$ cat src/rtl/uart_image_rx_ctrl_if.sv
// Byte stream from the UART receiver and the pixel write port into the image buffer.
// The controller takes the slave view; the receiver/buffer side takes the master view.
interface uart_image_rx_ctrl_if #(
    parameter int unsigned ADDR_W = 16
);
    logic [7:0]        rx_data;
    logic              rx_ready;
    logic              wr_en;
    logic [ADDR_W-1:0] wr_addr;
    logic [7:0]        wr_data;

    modport master (
        output rx_data,
        output rx_ready,
        input  wr_en,
        input  wr_addr,
        input  wr_data
    );

    modport slave (
        input  rx_data,
        input  rx_ready,
        output wr_en,
        output wr_addr,
        output wr_data
    );
endinterface

$ cat src/rtl/uart_image_rx_ctrl.sv
// Frame parser for the image transfer protocol: SYNC, WIDTH, HEIGHT, W*H pixels, CHECKSUM.
// Writes pixels to the image buffer and reports completion, checksum and error status.
module uart_image_rx_ctrl #(
    parameter int unsigned ADDR_W         = 16,
    parameter logic [7:0]  SYNC_BYTE      = 8'hA5,
    parameter int unsigned TIMEOUT_CYCLES = 200000
) (
    input  logic                clk,
    input  logic                reset_n,
    input  logic                enable,
    uart_image_rx_ctrl_if.slave bus,
    output logic [7:0]          img_width,
    output logic [7:0]          img_height,
    output logic                busy,
    output logic                frame_done,
    output logic                frame_ok,
    output logic                err_checksum,
    output logic                err_timeout,
    output logic                err_size
);
    localparam int unsigned     TO_W    = (TIMEOUT_CYCLES > 1) ? $clog2(TIMEOUT_CYCLES) : 1;
    localparam logic [TO_W-1:0] TO_LAST = TO_W'(TIMEOUT_CYCLES - 1);
    localparam logic [16:0]     MAX_PIX = 17'd1 << ADDR_W;

    typedef enum logic [2:0] {
        ST_IDLE   = 3'd0,
        ST_HDR_W  = 3'd1,
        ST_HDR_H  = 3'd2,
        ST_PIXELS = 3'd3,
        ST_CHKSUM = 3'd4
    } state_t;

    state_t            state_r, state_nxt_s;
    logic [TO_W-1:0]   to_cnt_r, to_cnt_nxt_s;
    logic [7:0]        width_r, width_nxt_s;
    logic [7:0]        height_r, height_nxt_s;
    logic [15:0]       total_r, total_nxt_s;
    logic [15:0]       pix_cnt_r, pix_cnt_nxt_s;
    logic [7:0]        sum_r, sum_nxt_s;
    logic              wr_en_r, wr_en_nxt_s;
    logic [ADDR_W-1:0] wr_addr_r, wr_addr_nxt_s;
    logic [7:0]        wr_data_r, wr_data_nxt_s;
    logic              busy_r, busy_nxt_s;
    logic              frame_done_r, frame_done_nxt_s;
    logic              frame_ok_r, frame_ok_nxt_s;
    logic              err_checksum_r, err_checksum_nxt_s;
    logic              err_timeout_r, err_timeout_nxt_s;
    logic              err_size_r, err_size_nxt_s;
    logic [15:0]       area_s;

    // Next-state, datapath and registered-output decode for each cycle
    always_comb begin
        state_nxt_s        = state_r;
        to_cnt_nxt_s       = {TO_W{1'b0}};
        width_nxt_s        = width_r;
        height_nxt_s       = height_r;
        total_nxt_s        = total_r;
        pix_cnt_nxt_s      = pix_cnt_r;
        sum_nxt_s          = sum_r;
        wr_en_nxt_s        = 1'b0;
        wr_addr_nxt_s      = wr_addr_r;
        wr_data_nxt_s      = wr_data_r;
        frame_done_nxt_s   = 1'b0;
        frame_ok_nxt_s     = frame_ok_r;
        err_checksum_nxt_s = err_checksum_r;
        err_timeout_nxt_s  = err_timeout_r;
        err_size_nxt_s     = err_size_r;
        area_s             = {8'h00, width_r} * {8'h00, bus.rx_data};

        if (state_r == ST_IDLE) begin
            if (enable && bus.rx_ready && (bus.rx_data == SYNC_BYTE)) begin
                state_nxt_s        = ST_HDR_W;
                frame_ok_nxt_s     = 1'b0;
                err_checksum_nxt_s = 1'b0;
                err_timeout_nxt_s  = 1'b0;
                err_size_nxt_s     = 1'b0;
            end else begin
                state_nxt_s = ST_IDLE;
            end
        end else if (!enable) begin
            state_nxt_s = ST_IDLE;
        end else if (!bus.rx_ready) begin
            // A byte in the expiry cycle takes the branch below, so it always wins
            if (to_cnt_r == TO_LAST) begin
                state_nxt_s       = ST_IDLE;
                err_timeout_nxt_s = 1'b1;
            end else begin
                to_cnt_nxt_s = to_cnt_r + TO_W'(1'b1);
            end
        end else begin
            case (state_r)
                ST_HDR_W: begin
                    width_nxt_s = bus.rx_data;
                    state_nxt_s = ST_HDR_H;
                end
                ST_HDR_H: begin
                    height_nxt_s  = bus.rx_data;
                    total_nxt_s   = area_s;
                    pix_cnt_nxt_s = 16'h0000;
                    sum_nxt_s     = 8'h00;
                    if ((width_r == 8'h00) || (bus.rx_data == 8'h00) ||
                        ({1'b0, area_s} > MAX_PIX)) begin
                        err_size_nxt_s = 1'b1;
                        state_nxt_s    = ST_IDLE;
                    end else begin
                        state_nxt_s = ST_PIXELS;
                    end
                end
                ST_PIXELS: begin
                    wr_en_nxt_s   = 1'b1;
                    wr_addr_nxt_s = pix_cnt_r[ADDR_W-1:0];
                    wr_data_nxt_s = bus.rx_data;
                    sum_nxt_s     = sum_r + bus.rx_data;
                    pix_cnt_nxt_s = pix_cnt_r + 16'd1;
                    if (pix_cnt_r == (total_r - 16'd1)) begin
                        state_nxt_s = ST_CHKSUM;
                    end else begin
                        state_nxt_s = ST_PIXELS;
                    end
                end
                ST_CHKSUM: begin
                    frame_done_nxt_s   = 1'b1;
                    frame_ok_nxt_s     = (bus.rx_data == sum_r);
                    err_checksum_nxt_s = (bus.rx_data != sum_r);
                    state_nxt_s        = ST_IDLE;
                end
                default: begin
                    state_nxt_s = ST_IDLE;
                end
            endcase
        end

        busy_nxt_s = (state_nxt_s != ST_IDLE);
    end

    // State register
    always_ff @(posedge clk or negedge reset_n) begin
        if (!reset_n) begin
            state_r <= ST_IDLE;
        end else begin
            state_r <= state_nxt_s;
        end
    end

    // Counters, frame bookkeeping and registered outputs
    always_ff @(posedge clk or negedge reset_n) begin
        if (!reset_n) begin
            to_cnt_r       <= {TO_W{1'b0}};
            width_r        <= 8'h00;
            height_r       <= 8'h00;
            total_r        <= 16'h0000;
            pix_cnt_r      <= 16'h0000;
            sum_r          <= 8'h00;
            wr_en_r        <= 1'b0;
            wr_addr_r      <= {ADDR_W{1'b0}};
            wr_data_r      <= 8'h00;
            busy_r         <= 1'b0;
            frame_done_r   <= 1'b0;
            frame_ok_r     <= 1'b0;
            err_checksum_r <= 1'b0;
            err_timeout_r  <= 1'b0;
            err_size_r     <= 1'b0;
        end else begin
            to_cnt_r       <= to_cnt_nxt_s;
            width_r        <= width_nxt_s;
            height_r       <= height_nxt_s;
            total_r        <= total_nxt_s;
            pix_cnt_r      <= pix_cnt_nxt_s;
            sum_r          <= sum_nxt_s;
            wr_en_r        <= wr_en_nxt_s;
            wr_addr_r      <= wr_addr_nxt_s;
            wr_data_r      <= wr_data_nxt_s;
            busy_r         <= busy_nxt_s;
            frame_done_r   <= frame_done_nxt_s;
            frame_ok_r     <= frame_ok_nxt_s;
            err_checksum_r <= err_checksum_nxt_s;
            err_timeout_r  <= err_timeout_nxt_s;
            err_size_r     <= err_size_nxt_s;
        end
    end

    assign bus.wr_en    = wr_en_r;
    assign bus.wr_addr  = wr_addr_r;
    assign bus.wr_data  = wr_data_r;
    assign img_width    = width_r;
    assign img_height   = height_r;
    assign busy         = busy_r;
    assign frame_done   = frame_done_r;
    assign frame_ok     = frame_ok_r;
    assign err_checksum = err_checksum_r;
    assign err_timeout  = err_timeout_r;
    assign err_size     = err_size_r;
endmodule

$ cat src/flat_wrapper.sv
// flat-port wrapper written by rule: the top's interface ports become plain ports
module uart_image_rx_ctrl_flat 
#(
    parameter int unsigned ADDR_W         = 16,
    parameter logic [7:0]  SYNC_BYTE      = 8'hA5,
    parameter int unsigned TIMEOUT_CYCLES = 200000
)
  (clk, reset_n, enable, img_width, img_height, busy, frame_done, frame_ok, err_checksum, err_timeout, err_size, bus_rx_data, bus_rx_ready, bus_wr_en, bus_wr_addr, bus_wr_data);
  uart_image_rx_ctrl_if #(.ADDR_W(ADDR_W)) bus_i ();
  input  logic clk;
  input  logic reset_n;
  input  logic enable;
  output logic [7:0] img_width;
  output logic [7:0] img_height;
  output logic busy;
  output logic frame_done;
  output logic frame_ok;
  output logic err_checksum;
  output logic err_timeout;
  output logic err_size;
  input wire logic [$bits(bus_i.rx_data)-1:0] bus_rx_data;
  input wire logic [$bits(bus_i.rx_ready)-1:0] bus_rx_ready;
  output wire logic [$bits(bus_i.wr_en)-1:0] bus_wr_en;
  output wire logic [$bits(bus_i.wr_addr)-1:0] bus_wr_addr;
  output wire logic [$bits(bus_i.wr_data)-1:0] bus_wr_data;
  assign bus_i.rx_data = bus_rx_data;
  assign bus_i.rx_ready = bus_rx_ready;
  assign bus_wr_en = bus_i.wr_en;
  assign bus_wr_addr = bus_i.wr_addr;
  assign bus_wr_data = bus_i.wr_data;
  uart_image_rx_ctrl #(.ADDR_W(ADDR_W), .SYNC_BYTE(SYNC_BYTE), .TIMEOUT_CYCLES(TIMEOUT_CYCLES)) u_core (.clk(clk), .reset_n(reset_n), .enable(enable), .bus(bus_i), .img_width(img_width), .img_height(img_height), .busy(busy), .frame_done(frame_done), .frame_ok(frame_ok), .err_checksum(err_checksum), .err_timeout(err_timeout), .err_size(err_size));
endmodule
$ cat config.mk
export PLATFORM = sky130hd
export DESIGN_NAME = uart_image_rx_ctrl_flat
export DESIGN_NICKNAME = d
export VERILOG_FILES = /design/src/rtl/uart_image_rx_ctrl_if.sv /design/src/rtl/uart_image_rx_ctrl.sv /design/src/flat_wrapper.sv
export SDC_FILE = /design/constraint.sdc
export NUM_CORES = 1
export LEC_CHECK = 0
export ABC_CLOCK_PERIOD_IN_PS = 5450
export BUFFER_PORTS_ARGS = -buffer_cell sky130_fd_sc_hd__buf_2
export CORE_UTILIZATION = 35
export CTS_BUF_LIST = sky130_fd_sc_hd__clkbuf_8
export CTS_CLUSTER_DIAMETER = 100
export DETAILED_ROUTE_END_ITERATION = 8
export SLEW_MARGIN = 5
export SYNTH_ARGS = -nofsm -noshare
export SYNTH_HDL_FRONTEND = slang
export SYNTH_SLANG_ARGS = --single-unit
$ cat constraint.sdc
create_clock -name clk -period 5.45 [get_ports clk]
set_clock_uncertainty 0.15 [all_clocks]
set_input_delay 0.545 -clock clk [delete_from_list [all_inputs] [get_ports clk]]
set_output_delay 0.545 -clock clk [all_outputs]
set_load 0.05 [all_outputs]
Word level (Yosys, flattened, before mapping)
Cells that the tools add are included.
Widths: inputs -> output; s select.
Cells by class
  add/sub/neg operators: 4
  multiply operators: 1
  magnitude comparators: 1
  equality and inequality tests: 11
  multiplexer cells: 40
  bitwise logic cells: 1
  reductions and logical operators: 22
Operators with widths (number)
  $mux 18: 4
  $pmux 16 s2: 1
  $mux 1: 27
  $reduce_and 4->1: 6
  $add 18x1->18 const B: 1
  $eq 18x18->1 const B: 1
  $gt 16x17->1 const B: 1
  $add 16x1->16 const B: 1
  $eq 16x16->1: 1
  $logic_not 8->1: 2
  $mul 8x8->16: 1
  $pmux 8 s2: 1
  $sub 16x1->16 const B: 1
  $mux 3: 5
  $reduce_bool 2->1: 7
  $pmux 3 s3: 1
  $add 8x8->8: 1
  $eq 8x8->1: 1
  $eq 8x8->1 const B: 1
  $ne 8x8->1: 1
  $eq 3x2->1 const B: 2
  $reduce_and 5->1: 1
  $eq 3x1->1 const B: 1
  $eq 3x3->1 const B: 1
  8 further kinds: 10
Storage, ports and cells
  bits in registers: 108
  output and inout bits: 47

Logic depth before layout (Yosys ltp)
  word-level depth: 9
  gate-level depth with buffers: 18
  depth with buffers taken out: 17

Worst setup path after synthesis
OpenSTA, ideal clock, no wires.
  path kind: input port to flip-flop
  from: input port bus_rx_data[7]
  to: register u_core.total_r[15]
  data arrival time: 4.936 ns
  slack: 0.294 ns
  cell stages on the path: 18
  path buffers: 2
  cell sequence: clkbuf_1 -> clkbuf_1 -> nand2_1 -> fa_1 -> fa_1 -> inv_1 -> fa_1 -> inv_1 -> fa_1 -> inv_1 -> ha_1 -> o21a_1 -> o31a_1 -> o211ai_1 -> a21oi_1 -> nor3_1 -> or4b_2 -> nand3_1
Between the ends
  longest elaborated chain between the ends: 1
RTL lines
  from (decl): RTL line flat_wrapper.sv:21  | input wire logic [$bits(bus_i.rx_data)-1:0] bus_rx_data;
  $mul 8x8->16: RTL line uart_image_rx_ctrl.sv:68  | area_s = {8'h00, width_r} * {8'h00, bus.rx_data};
  to (signal assigned): RTL line uart_image_rx_ctrl.sv:167  | total_r <= total_nxt_s;
  to (decl): RTL line uart_image_rx_ctrl.sv:37  | logic [15:0] total_r, total_nxt_s;
Every way passes these cells.
A chain may end at the register's enable or synchronous reset.

Worst setup path after layout
  from: register u_core.width_r[3] (netlist: u_core.img_width[3])
  to: register u_core.total_r[15]
Between the ends
  longest elaborated chain between the ends: 1
RTL lines
  from (decl): RTL line uart_image_rx_ctrl.sv:35  | logic [7:0] width_r, width_nxt_s;
  from (signal assigned): RTL line uart_image_rx_ctrl.sv:165  | width_r <= width_nxt_s;
  $mul 8x8->16: RTL line uart_image_rx_ctrl.sv:68
Every way passes these cells.

==> impl_metrics.json <==
{
  "clock_latency_ns": 0.39,
  "cts_resized": 0,
  "pwr-share-seq_pct": 59.7,
  "nFillCells": 2143,
  "ios": 59,
  "synth_area_per_cell_um2": 9.36,
  "rr_startpoint": "u_core.img_width[3]",
  "rrSetupSlack_ns": 0.46,
  "grt_first_pass_wirelength_mm": 28.6,
  "synthTopCellsByArea": "dfrtp_1, fa_1, ha_1",
  "io_buffers": 58,
  "viasPerCell": 5.05,
  "crit_arrival_ns": 5.16,
  "place_congestion": 0.870,
  "vdd_ir_drop_max_uv": 122,
  "final_util_pct": 39.6,
  "post_cts_buffers": 0,
  "wire_per_inst_um": 15.0,
  "grt-ovfl-total": 0,
  "status": "finished clean",
  "grt_util_all_layers_pct": 16.2,
  "async_flop_share_pct": 100,
  "via_count": 5752,
  "coreArea_um2": 21200,
  "setup_viol": 0,
  "criticalPathCategory": "flop to flop",
  "synth_fp_nets": 911,
  "ys_seq_area_share_pct": 35.4,
  "detail_route.iter0.violations": 304,
  "layout-drive-gt1-share_pct": 14.9,
  "p_clk_share_pct": 36.9,
  "p_sw_share_pct": 23.8,
  "netlist_area_um2": 7630,
  "antenna_found_initial": 0,
  "ys_types": 62,
  "cap_violations": 0,
  "numCtsBuffers": 9,
  "dieWidth_um": 150,
  "die_area_um2": 22400,
  "yosysTopAreaCell": "dfrtp_1",
  "area_delta_synth_final_pct": 10.0,
  "crit_path_end_kind": "flop",
  "p_per_area_nw_per_um2": 160,
  "clkSinkCount": 108,
  "cts_hold_buf": 0,
  "rsz0062_at_grt": "false",
  "reg2reg_depth": 17,
  "grt_max_degree": 71,
  "grt_pass1_vias": 5571,
  "drc": 0,
  "leakage_nw": 4.27,
  "p_sw_mw": 0.320,
  "cts_tree": "built",
  "p_comb_share_pct": 3.5,
  "dp_hpwl_mm": 12.8,
  "initial_utilization_pct": 36.0,
  "crit_path_start_kind": "flop",
  "nNetsFinal": 954,
  "syn_inst": 816,
  "clkTransAtPathRegs_ns": 0.10,
  "ys_ff_latch": 108,
  "ys.flop_type": "dfrtp_1",
  "tightest_slew_ns": 0.896,
  "cp_max_fo": 11,
  "hp-class": "input port to asynchronous set/reset pin",
  "yosysMostFrequentCell": "dfrtp_1",
  "synthTopCellsByCount": "dfrtp_1, nand2_1, inv_1, nor2_1, and2_1",
  "r2r-end": "u_core.total_r[15]",
  "synth-edff-count": 0,
  "routed_wl_mm": 17.1,
  "maxSlewHeadroom_pct": 40.1,
  "die_h_um": 150,
  "slew_violations": 0,
  "ant_nets": 0,
  "root_buffer": "clkbuf_8",
  "h-tree-depth": 3,
  "period_minus_slack_ns": 4.99,
  "yosys_warnings": 0,
  "drt_first_pass_iters": 4,
  "fp-row-count": 53,
  "ctsLongestPathBuffers": 2,
  "hold_viol_final": 0,
  "crit_required_ns": 5.63,
  "synth_top_area_share_pct": 35.4,
  "timing.final.crit_share_pct": 91.5,
  "setup_tns_ns": 0,
  "diodes": 0,
  "fmax_ghz": 0.201,
  "internal_power_mw": 1.02
}
area by class of cell:
cell class	count	area (um^2)	share of cell area, %
clock buffer	9	124	1.47
clock inverter	7	67.6	0.804
inverter	74	278	3.31
multi-input combinational	597	4510	53.7
sequential	108	2700	32.2
tap	275	344	4.10
timing repair buffer	69	375	4.47
layer usage:
layer	up-vias	part of all wire, %	track usage, %	wire length [um]
met5	-	0	0	0
met4	0	1.1	3.64	196
met3	15	3.7	3.57	629
met2	97	46	26.3	7870
met1	2811	49	21.8	8380
li1	2829	-	-	-
per-stage QoR:
stage          hold slack [ns]  setup slack [ns]  total power [mW]  cell area, um^2  instances
6_report                 0.125             0.464              1.34             8400       1139
4_1_cts                  0.149             0.448              1.37             8400       1139
2_1_floorplan           0.0994             0.294             0.833             7630        816
3_5_place_dp             0.311             0.269             0.865             8210       1123
5_1_grt                  0.169             0.212              1.41             8400       1139
3_3_place_gp             0.308             0.342             0.864             8210       1123
how the worst max path moves through the flow:
stage,from,end,depth (start not counted)
6_report,u_core.img_width[3],u_core.total_r[15],17
5_1_grt,u_core.img_width[3],u_core.total_r[15],17
4_1_cts,u_core.img_width[3],u_core.total_r[15],17
3_5_place_dp,bus_rx_data[4],u_core.total_r[15],18
3_3_place_gp,bus_rx_data[4],u_core.total_r[15],18
2_1_floorplan,bus_rx_data[7],u_core.total_r[15],18
worst max-delay path: stages, from the launching register on:
cell	delay [ns]
dfrtp_1	0.51
and2_1	0.23
fa_1	0.53
inv_1	0.05
fa_1	0.48
inv_1	0.06
fa_1	0.53
inv_1	0.05
fa_1	0.52
inv_1	0.04
ha_1	0.32
o21a_1	0.14
o31a_1	0.19
o211ai_1	0.11
a21oi_1	0.21
nor3_1	0.10
or4b_2	0.61
nand3_1	0.10
power groups by stage:
| stage | combinational (mW) | clock, mW | sequential [mW] |
|---|---|---|---|
| after floorplan | 0.0148 | 0 | 0.819 |
| after global placement | 0.0472 | 0 | 0.817 |
| after detailed placement | 0.0482 | 0 | 0.817 |
| after CTS | 0.0480 | 0.518 | 0.801 |
| after global routing | 0.0527 | 0.551 | 0.802 |
| final | 0.0466 | 0.495 | 0.801 |
flip-flops by register name (all words and copies together), names as in the netlist:
name,cells
u_core.state_r,3
u_core.bus.wr_en,1
u_core.err_timeout,1
u_core.frame_done,1
u_core.pix_cnt_r,16
u_core.img_height,8
u_core.busy,1
u_core.sum_r,8
u_core.err_size,1
u_core.total_r,16
u_core.to_cnt_r,18
u_core.bus.wr_data,8
u_core.img_width,8
u_core.err_checksum,1
u_core.frame_ok,1
u_core.bus.wr_addr,16
cells in the final DEF, fill, tap and decap left out, drive strengths merged, types with 23 or more instances in the layout:
| master | netlist | final |
|---|---|---|
| xnor2 | 23 | 23 |
| mux2 | 30 | 30 |
| ha | 46 | 46 |
| buf | 4 | 69 |
| and2 | 51 | 51 |
| dfrtp | 108 | 108 |
| fa | 37 | 37 |
| nand3 | 24 | 24 |
| o21ai | 31 | 31 |
| nand2 | 103 | 103 |
| inv | 74 | 78 |
| nor2 | 52 | 52 |
| xor2 | 30 | 30 |
cells by family after synthesis:
| family | after synthesis | synth area share (%) |
|---|---|---|
| compound gates | 97 | 8.47 |
| xor+xnor | 53 | 6.08 |
| mux | 31 | 4.56 |
| fa+ha+maj | 83 | 17.2 |
| simple gates | 333 | 22.7 |
| buf+inv | 111 | 5.57 |
| flops | 108 | 35.4 |
(Power assumes the default switching activity.)
